File: src/rtl/pipelined_fp_accum_if.sv
// Handshake and data bundle between the dot-product controller and the accumulator.
// Latency: none, wires only.
// Backpressure: none. The producer paces products with in_valid, and the consumer reads done/out.
// master: drives go/len/in/in_valid and observes out/done/busy/overflow. slave: the accumulator side.
interface pipelined_fp_accum_if #(
  parameter int WIDTH     = 32,
  parameter int CNT_WIDTH = 8
);
  logic                        go;
  logic        [CNT_WIDTH-1:0] len;
  logic signed [WIDTH-1:0]     in;
  logic                        in_valid;
  logic signed [WIDTH-1:0]     out;
  logic                        done;
  logic                        busy;
  logic                        overflow;

  modport master (
    output go, len, in, in_valid,
    input  out, done, busy, overflow
  );

  modport slave (
    input  go, len, in, in_valid,
    output out, done, busy, overflow
  );
endinterface

File: src/rtl/pipelined_fp_accum.sv
// Saturating signed fixed-point accumulator that sums len products behind the multiplier.
// Latency: products are absorbed in their arrival cycle, and done pulses the cycle after the last one.
// Backpressure: none. in_valid=0 cycles are stalls, and go is honoured only while idle.
// Ports: clk and reset (synchronous, active-high) are plain ports.
//        bus (slave modport) carries go/len/in/in_valid in and out/done/busy/overflow out.
module pipelined_fp_accum #(
  parameter int WIDTH      = 32,
  parameter int INT_WIDTH  = 16,
  parameter int FRAC_WIDTH = 16,
  parameter int CNT_WIDTH  = 8
) (
  input  logic                 clk,
  input  logic                 reset,
  pipelined_fp_accum_if.slave  bus
);

  // The arithmetic does not depend on where the binary point sits.
  // The split only has to add up to WIDTH.
  if (INT_WIDTH + FRAC_WIDTH != WIDTH) begin : g_fmt_check
    $error("INT_WIDTH + FRAC_WIDTH must equal WIDTH");
  end

  typedef enum logic [1:0] {IDLE, ACC, DONE} state_t;

  localparam logic signed [WIDTH-1:0] SAT_MAX = {1'b0, {(WIDTH-1){1'b1}}};
  localparam logic signed [WIDTH-1:0] SAT_MIN = {1'b1, {(WIDTH-1){1'b0}}};

  state_t                      state, state_nxt;
  logic signed [WIDTH-1:0]     acc, acc_nxt;
  logic        [CNT_WIDTH-1:0] count, count_nxt;
  logic        [CNT_WIDTH-1:0] len_q, len_q_nxt;
  logic                        ovf, ovf_nxt;

  logic signed [WIDTH:0]       sum;
  logic signed [WIDTH-1:0]     sat_val;
  logic                        sat_hit;

  // A sign-extended sum whose top two bits disagree has left the WIDTH-bit range.
  // The top bit then gives the direction to clamp.
  always_comb begin
    sum     = {acc[WIDTH-1], acc} + {bus.in[WIDTH-1], bus.in};
    sat_hit = (sum[WIDTH] != sum[WIDTH-1]);
    sat_val = sum[WIDTH-1:0];
    if (sat_hit) begin
      sat_val = sum[WIDTH] ? SAT_MIN : SAT_MAX;
    end
  end

  always_ff @(posedge clk) begin
    if (reset) begin
      state <= IDLE;
      acc   <= '0;
      count <= '0;
      len_q <= '0;
      ovf   <= 1'b0;
    end else begin
      state <= state_nxt;
      acc   <= acc_nxt;
      count <= count_nxt;
      len_q <= len_q_nxt;
      ovf   <= ovf_nxt;
    end
  end

  always_comb begin
    state_nxt = state;
    acc_nxt   = acc;
    count_nxt = count;
    len_q_nxt = len_q;
    ovf_nxt   = ovf;
    unique case (state)
      IDLE: begin
        if (bus.go) begin
          len_q_nxt = bus.len;
          acc_nxt   = '0;
          count_nxt = '0;
          ovf_nxt   = 1'b0;
          // An empty run skips ACC entirely and reports the cleared sum.
          state_nxt = (bus.len == '0) ? DONE : ACC;
        end
      end
      ACC: begin
        if (bus.in_valid) begin
          acc_nxt   = sat_val;
          count_nxt = count + 1'b1;
          if (sat_hit) begin
            ovf_nxt = 1'b1;
          end
          // len_q is at least 1 here, so len_q-1 cannot underflow.
          // count stops at len_q-1 and never wraps.
          if (count == len_q - 1'b1) begin
            state_nxt = DONE;
          end
        end
      end
      DONE: begin
        state_nxt = IDLE;
      end
      default: begin
        state_nxt = IDLE;
      end
    endcase
  end

  // out tracks acc at all times. Partial sums are visible mid-run, and the final sum holds through IDLE.
  assign bus.out      = acc;
  assign bus.done     = (state == DONE);
  assign bus.busy     = (state != IDLE);
  assign bus.overflow = ovf;

endmodule

File: src/flat_wrapper.sv
// flat-port wrapper written by rule: the top's interface ports become plain ports
module pipelined_fp_accum_flat 
#(
  parameter int WIDTH      = 32,
  parameter int INT_WIDTH  = 16,
  parameter int FRAC_WIDTH = 16,
  parameter int CNT_WIDTH  = 8
)
  (clk, reset, bus_go, bus_len, bus_in, bus_in_valid, bus_out, bus_done, bus_busy, bus_overflow);
  pipelined_fp_accum_if #(.WIDTH(WIDTH), .CNT_WIDTH(CNT_WIDTH)) bus_i ();
  input  logic clk;
  input  logic reset;
  input wire logic [$bits(bus_i.go)-1:0] bus_go;
  input wire logic [$bits(bus_i.len)-1:0] bus_len;
  input wire logic [$bits(bus_i.in)-1:0] bus_in;
  input wire logic [$bits(bus_i.in_valid)-1:0] bus_in_valid;
  output wire logic [$bits(bus_i.out)-1:0] bus_out;
  output wire logic [$bits(bus_i.done)-1:0] bus_done;
  output wire logic [$bits(bus_i.busy)-1:0] bus_busy;
  output wire logic [$bits(bus_i.overflow)-1:0] bus_overflow;
  assign bus_i.go = bus_go;
  assign bus_i.len = bus_len;
  assign bus_i.in = bus_in;
  assign bus_i.in_valid = bus_in_valid;
  assign bus_out = bus_i.out;
  assign bus_done = bus_i.done;
  assign bus_busy = bus_i.busy;
  assign bus_overflow = bus_i.overflow;
  pipelined_fp_accum #(.WIDTH(WIDTH), .INT_WIDTH(INT_WIDTH), .FRAC_WIDTH(FRAC_WIDTH), .CNT_WIDTH(CNT_WIDTH)) u_core (.clk(clk), .reset(reset), .bus(bus_i));
endmodule
File: config.mk
export PLATFORM = sky130hd
export DESIGN_NAME = pipelined_fp_accum_flat
export DESIGN_NICKNAME = d
export VERILOG_FILES = /design/src/rtl/pipelined_fp_accum_if.sv /design/src/rtl/pipelined_fp_accum.sv /design/src/flat_wrapper.sv
export SDC_FILE = /design/constraint.sdc
export NUM_CORES = 1
export LEC_CHECK = 0
export BUFFER_PORTS_ARGS = -buffer_cell sky130_fd_sc_hd__buf_2
export CAP_MARGIN = 10
export CORE_MARGIN = 3
export CORE_UTILIZATION = 50
export DETAILED_ROUTE_END_ITERATION = 6
export PLACE_DENSITY = 0.74
export SKIP_CTS_REPAIR_TIMING = 1
export SLEW_MARGIN = 5
export SYNTH_ARGS = -nofsm -noshare
export SYNTH_HDL_FRONTEND = slang
export SYNTH_SLANG_ARGS = --single-unit
File: constraint.sdc
create_clock -name clk -period 3.2 [get_ports clk]
set_input_delay 0.48 -clock clk [delete_from_list [all_inputs] [get_ports clk]]
set_output_delay 0.48 -clock clk [all_outputs]
set_load 0.05 [all_outputs]
==> impl_metrics.py, run 1 <==
metrics = {
    "status": {
        "outcome": "finished clean",
    },
    "synthesis": {
        "yosys.area_share.adder": 0.112,
        "yosysTopAreaCellShare": 0.257,
        "synth_flop_cell": "dfxtp_1",
        "synth-xor-area-share": 0.0993,
        "synth_nets": 612,
        "synth_edf_count": 0,
        "synth_mux_area_frac": 0.00252,
        "synthArstFlopShare": 0,
        "synth.area.top_cells": "dfxtp_1 26%, ha_1 11%, nand2_1 8.1%",
        "synth.largest_area_cell": "dfxtp_1",
        "ys_seq_area_frac": 0.257,
        "synth_seq_cells": 51,
        "yosysWarnings": 0,
        "yosys.area_share.simple": 0.242,
        "synth_top_family_by_area": "compound AO/OA/AOI/OAI gates",
        "synth_area_um2": 3970,
        "avgSynthCellArea_um2": 7.45,
        "synth-compound-area-share": 0.247,
        "synth_cell_types": 57,
        "synthCells": 533,
    },
    "place": {
        "pre_cts_ws_ns": -0.183,
        "port_buffers": 78,
        "dp_hpwl_um": 8670,
        "place_area_um2": 4660,
        "gp_congestion": 0.928,
    },
    "setup_path": {
        "crit_arrival_ns": 3.32,
        "r2r_setup_slack_ns": 0.07,
        "endpoint_kind": "register",
        "crit_family": "compound AO/OA/AOI/OAI gates",
        "cp.required_ns": 3.40,
        "worstPathCellList": "ha_1 > a21o_1 > a31o_2 > o21ai_1 > a21oi_1 > o31ai_2 > a21oi_1 > or3_1 > a2111oi_0 > nor3_1",
        "cp_max_fo": 5,
        "crit_top_cell": "a21oi_1",
        "slowest_delay_ns": 0.41,
        "start_kind": "register",
        "r2r-start": "u_core.bus.out[4]",
        "cp.depth": 10,
        "rr_worst_depth": 10,
        "timing.critical_path.buf_inv": 0,
        "criticalPathCategory": "reg2reg",
        "crit_slowest_cell": "a2111oi_0",
        "reg2reg_to": "u_core.bus.out[27]",
    },
    "timing": {
        "period_share": 0.977,
        "hold_viol_final": 0,
        "max_freq_mhz": 320,
        "rsz0062_at_grt": "no",
        "slew_viol_final": 0,
        "fin_ws_ns": 0.0748,
        "whs_ns": 0.404,
        "fin_crit_ns": 3.13,
        "finClkSkew_ns": 0.00805,
        "setup_violations": 0,
        "relSlewSlack": 0.664,
        "tightest_slew_ns": 0.503,
    },
    "routing": {
        "top_layer_used": "met4",
        "routed_wl_um": 11100,
        "wl_per_cell_um": 15.3,
        "drtAntennaViolNets": 0,
        "drtIter0Drc": 254,
        "drcViolationCount": 0,
        "routed_via_density": 5.75,
        "wl_met1_um": 4940,
        "wl_met3_um": 660,
        "vias": 4189,
        "first_pass_iters": 7,
        "dr_wl_met2_um": 5360,
    },
    "pwr": {
        "power_mw": 1.95,
        "max-vdd-ir-drop_mv": 0.213,
        "comb_power_share": 0.425,
        "clockPowerShare": 0.210,
        "power_density_nw_per_um2": 408,
        "p_leak_nw": 2.16,
        "internal_power_mw": 1.15,
        "power_switching_mw": 0.800,
        "swShare": 0.409,
        "sequentialPowerShare": 0.365,
    },
    "floorplan": {
        "die_height_um": 95.1,
        "start_util": 0.530,
        "core_area_um2": 7490,
        "ios": 79,
        "die_w_um": 95.1,
        "rows": 31,
        "die-area_um2": 9040,
    },
    "grt": {
        "grt_pass1_vias": 4041,
        "grt_pass1_wl_um": 18300,
        "grt_use_total": 0.248,
        "antenna_found_initial": 0,
        "grt_max_degree": 27,
        "overflow": 0,
    },
    "cells_and_area": {
        "drive_above_1_share": 0.217,
        "multi_input_area_um2": 2820,
        "antenna_cells": 0,
        "syn_to_final_growth_pct": 20.8,
        "fin_util": 0.640,
        "nNetsFinal": 708,
        "fill_cells": 690,
        "regArea_um2": 1020,
        "stdcell_area_um2": 4790,
    },
    "clock_network": {
        "htreeDepth": 2,
        "cts_sinks": 51,
        "clock_latency_ns": 0.32,
        "numCtsBuffers": 5,
        "cts_root_buffer": "clkbuf_8",
        "clock_path_buffers": 2,
        "cts_tree": "done",
        "path_clk_slew_ns": 0.10,
    },
    "worst_hold_path": {
        "hold_start": "bus_len[6]",
        "hp-class": "in2reg",
        "hold_depth": 3,
        "hold_path_end": "u_core.len_q[6]",
    },
    "job": {
        "maxCapViolCount": 0,
    },
}
state kept, by name (all words and copies together) (netlist names):
signal	count
u_core.count	8
u_core.state	2
u_core.bus.out	32
u_core.len_q	8
u_core.bus.overflow	1
layout make-up:
| type | count | share of cell area |
|---|---|---|
| tap | 99 | 0.0258 |
| inverter | 12 | 0.00939 |
| timing repair buffer | 115 | 0.144 |
| sequential | 51 | 0.213 |
| multi-input combinational | 444 | 0.587 |
| clock inverter | 3 | 0.00600 |
| clock buffer | 5 | 0.0144 |
worst max-delay path by stage:
stage                            start                   to  slack, ns
floorplan            u_core.bus.out[4]  u_core.bus.overflow       0.09
global placement             bus_in[4]   u_core.bus.out[27]      -0.15
detailed placement           bus_in[4]   u_core.bus.out[27]      -0.18
CTS                  u_core.bus.out[4]   u_core.bus.out[27]       0.03
global route        u_core.bus.out[22]    u_core.bus.out[2]       0.04
finish               u_core.bus.out[4]   u_core.bus.out[27]       0.07
cell usage in the layout (no fill, tap or decap), types with 6 or more instances in the layout:
master / count
o21bai_1: 6
a21o_1: 6
xnor2_1: 24
nor3_1: 33
buf_4: 33
nand2_1: 86
nor2b_1: 7
inv_1: 12
dfxtp_1: 51
nor4_1: 6
nand3_1: 15
xor2_1: 21
nand4_1: 7
o211ai_1: 8
and3_1: 8
nor2_1: 31
a21oi_1: 52
buf_2: 78
o21ai_0: 40
ha_1: 34
power by group through the flow:
stage               Sequential, mW  Combinational [mW]  Clock, mW
finish                       0.714               0.830      0.410
global route                 0.719               0.908      0.448
CTS                          0.713               0.811      0.421
detailed placement           0.728               0.807          0
global placement             0.726               0.792          0
floorplan                    0.817               0.474          0
worst min-delay path, stage by stage:
cell and delay [ns]:
buf_2 0.11, nand2_1 0.05, a21oi_1 0.05
cells by family (layout without fill, tap and decap cells):
kind of cell,after synthesis,count (layout)
buffers and inverters,38,135
xor gates and xnor gates,45,45
muxes,1,1
and+or+nand+nor,208,208
adders and majority gates,35,35
AOI/OAI and AO/OA,155,155
DFF,51,51
cell usage after synthesis, drive strengths merged (4+ instances only):
library cell	number
nand2	86
a21oi	54
dfxtp	51
o21ai	46
ha	34
nor3	34
nor2	32
xnor2	24
xor2	21
clkbuf	19
nand3	15
inv	12
and3	8
o211ai	8
o31ai	8
buf	7
nand4	7
nor2b	7
o21bai	7
a21o	6
nor4	6
o21a	4
per-stage QoR:
stage,TNS [ns],cells
finish,0,729
global route,0,729
CTS,0,729
detailed placement,-2.67,721
global placement,-0.837,721
floorplan,0,533
layer usage:
metal,vias to the layer above,track usage
met5,-,0
met3,17,0.0403
met4,0,0.0625
met2,142,0.447
met1,1923,0.306
li1,2107,-
(Power assumes the default switching activity.)
==> run 2: changes to the inputs <==
--- a/config.mk
+++ b/config.mk
@@ -5,12 +5,11 @@
 export SDC_FILE = /design/constraint.sdc
 export NUM_CORES = 1
 export LEC_CHECK = 0
-export BUFFER_PORTS_ARGS = -buffer_cell sky130_fd_sc_hd__buf_2
 export CAP_MARGIN = 10
 export CORE_MARGIN = 3
 export CORE_UTILIZATION = 50
 export DETAILED_ROUTE_END_ITERATION = 6
-export PLACE_DENSITY = 0.74
+export DONT_BUFFER_PORTS = 1
 export SKIP_CTS_REPAIR_TIMING = 1
 export SLEW_MARGIN = 5
 export SYNTH_ARGS = -nofsm -noshare
==> run 2 against run 1 <==
Setup slack gained 0.043 ns. Combinational power grew 4.3%. Worst hold slack lost 0.19 ns. Highest routed layer unchanged. Sequential share of layout area shrank 0.37 points. Non-clock buffer count shrank 17.
==> impl_metrics.py, run 2 (same netlist as run 1, synthesis figures left out) <==
metrics = {
    "status": {
        "outcome": "finished clean",
    },
    "floorplan": {
        "core_area_um2": 7490,
        "die_w_um": 95.1,
        "die-area_um2": 9040,
        "start_util": 0.530,
        "die_height_um": 95.1,
        "rows": 31,
        "ios": 79,
    },
    "place": {
        "port_buffers": 0,
        "gp_congestion": 0.917,
        "dp_hpwl_um": 8640,
        "place_area_um2": 4710,
    },
    "setup_path": {
        "endpoint_kind": "register",
        "cp.required_ns": 3.42,
        "criticalPathCategory": "reg2reg",
        "cp_max_fo": 7,
        "reg2reg_to": "u_core.bus.out[25]",
        "rr_worst_depth": 12,
        "slowest_delay_ns": 0.40,
        "r2r_setup_slack_ns": 0.12,
        "timing.critical_path.buf_inv": 3,
        "crit_arrival_ns": 3.30,
        "start_kind": "register",
        "worstPathCellList": "ha_1 > buf_4 > a31o_2 > o21bai_4 > a2111oi_4 > o31ai_4 > o21a_1 > buf_4 > o21a_2 > buf_4 > nor4_2 > o21ai_0",
        "crit_top_cell": "buf_4",
        "crit_family": "compound AO/OA/AOI/OAI gates",
        "r2r-start": "u_core.bus.out[4]",
        "crit_slowest_cell": "a2111oi_4",
    },
    "routing": {
        "first_pass_iters": 5,
        "wl_per_cell_um": 15.8,
        "routed_wl_um": 11300,
        "drcViolationCount": 0,
        "vias": 4116,
        "drtIter0Drc": 161,
        "routed_via_density": 5.77,
        "drtAntennaViolNets": 0,
    },
    "grt": {
        "grt_pass1_vias": 3895,
        "overflow": 0,
        "antenna_found_initial": 0,
        "grt_pass1_wl_um": 17900,
        "grt_use_total": 0.245,
        "grt_max_degree": 29,
    },
    "clock_network": {
        "numCtsBuffers": 5,
        "clock_path_buffers": 2,
        "cts_root_buffer": "clkbuf_8",
        "cts_tree": "done",
        "clock_latency_ns": 0.32,
        "cts_sinks": 51,
        "path_clk_slew_ns": 0.11,
        "htreeDepth": 2,
    },
    "cells_and_area": {
        "final_cell_mix": "97 x buf_4, 86 x nand2_1, 52 x a21oi_1, 51 x dfxtp_1, 42 x o21ai_0",
        "syn_to_final_growth_pct": 22.9,
        "drive_above_1_share": 0.202,
        "nNetsFinal": 692,
        "stdcell_area_um2": 4880,
        "final_common_cell": "buf_4",
        "largest_reg_flops": 32,
        "fin_util": 0.652,
        "antenna_cells": 0,
    },
    "pwr": {
        "max-vdd-ir-drop_mv": 0.269,
        "power_density_nw_per_um2": 409,
        "p_leak_nw": 2.11,
        "power_mw": 1.99,
    },
    "timing": {
        "hold_viol_final": 0,
        "rsz0062_at_grt": "yes",
        "tightest_slew_ns": 0.930,
        "period_share": 0.963,
        "slew_viol_final": 0,
        "max_freq_mhz": 324,
        "relSlewSlack": 0.378,
        "fin_crit_ns": 3.08,
        "finClkSkew_ns": 0.0108,
        "setup_violations": 0,
    },
    "worst_hold_path": {
        "hold_depth": 1,
        "hp-class": "in2reg",
        "hold_start": "reset",
        "hold_path_end": "u_core.len_q[3]",
    },
    "job": {
        "maxCapViolCount": 0,
    },
}
[run 2: cell count changes in the layout (fill, tap and decap cells not counted), moves of 2 or more]
cell     change
buf_4       +64
buf_6        -3
o21ai_0      +2
o21ai_1      -2
inv_6        +2
o31ai_2      -2
o31ai_4      +2
buf_2       -78
[run 2: metal layers]
layer | routed length [um] | global-route usage | part of all wire
met1 | 5320 | 0.339 | 0.47
met2 | 5010 | 0.392 | 0.45
met3 | 797 | 0.0481 | 0.071
met4 | 125 | 0.0553 | 0.011
met5 | 0 | 0 | 0
[run 2: power by group]
part	leakage [nW]	internal, mW	switching (mW)	total (mW)
Clock	0.0491	0.162	0.259	0.421
Combinational	1.65	0.344	0.521	0.866
Sequential	0.414	0.675	0.0335	0.709
[run 2: worst max path at each step]
stage | to | startpoint | slack, ns | depth (start not counted)
detailed placement | u_core.bus.out[15] | bus_in[4] | -0.35 | 12
floorplan | u_core.bus.overflow | u_core.bus.out[4] | 0.09 | 11
global placement | u_core.bus.out[18] | bus_in[4] | -0.24 | 11
global route | u_core.bus.out[23] | u_core.bus.out[0] | 0.006 | 13
finish | u_core.bus.out[25] | u_core.bus.out[4] | 0.12 | 12
CTS | u_core.bus.out[15] | u_core.bus.out[4] | -0.23 | 12
[run 2: layout make-up]
| type | count | area [um2] |
|---|---|---|
| multi-input cells | 445 | 2850 |
| fillers | 692 | 2610 |
| flip-flops and latches | 51 | 1020 |
| repair buffers | 98 | 748 |
| well taps | 99 | 124 |
| clock buffers | 5 | 68.8 |
| inverters | 12 | 45.0 |
| clock inverters | 3 | 26.3 |
[run 2: stage by stage]
step | instances | hold WS [ns] | setup WS (ns) | setup TNS [ns]
floorplan | 533 | 0.445 | 0.0863 | 0
global placement | 701 | 0.457 | -0.244 | -3.47
detailed placement | 701 | 0.462 | -0.348 | -6.43
CTS | 709 | 0.205 | -0.227 | -2.46
global route | 713 | 0.190 | 0.00604 | 0
finish | 713 | 0.210 | 0.118 | 0
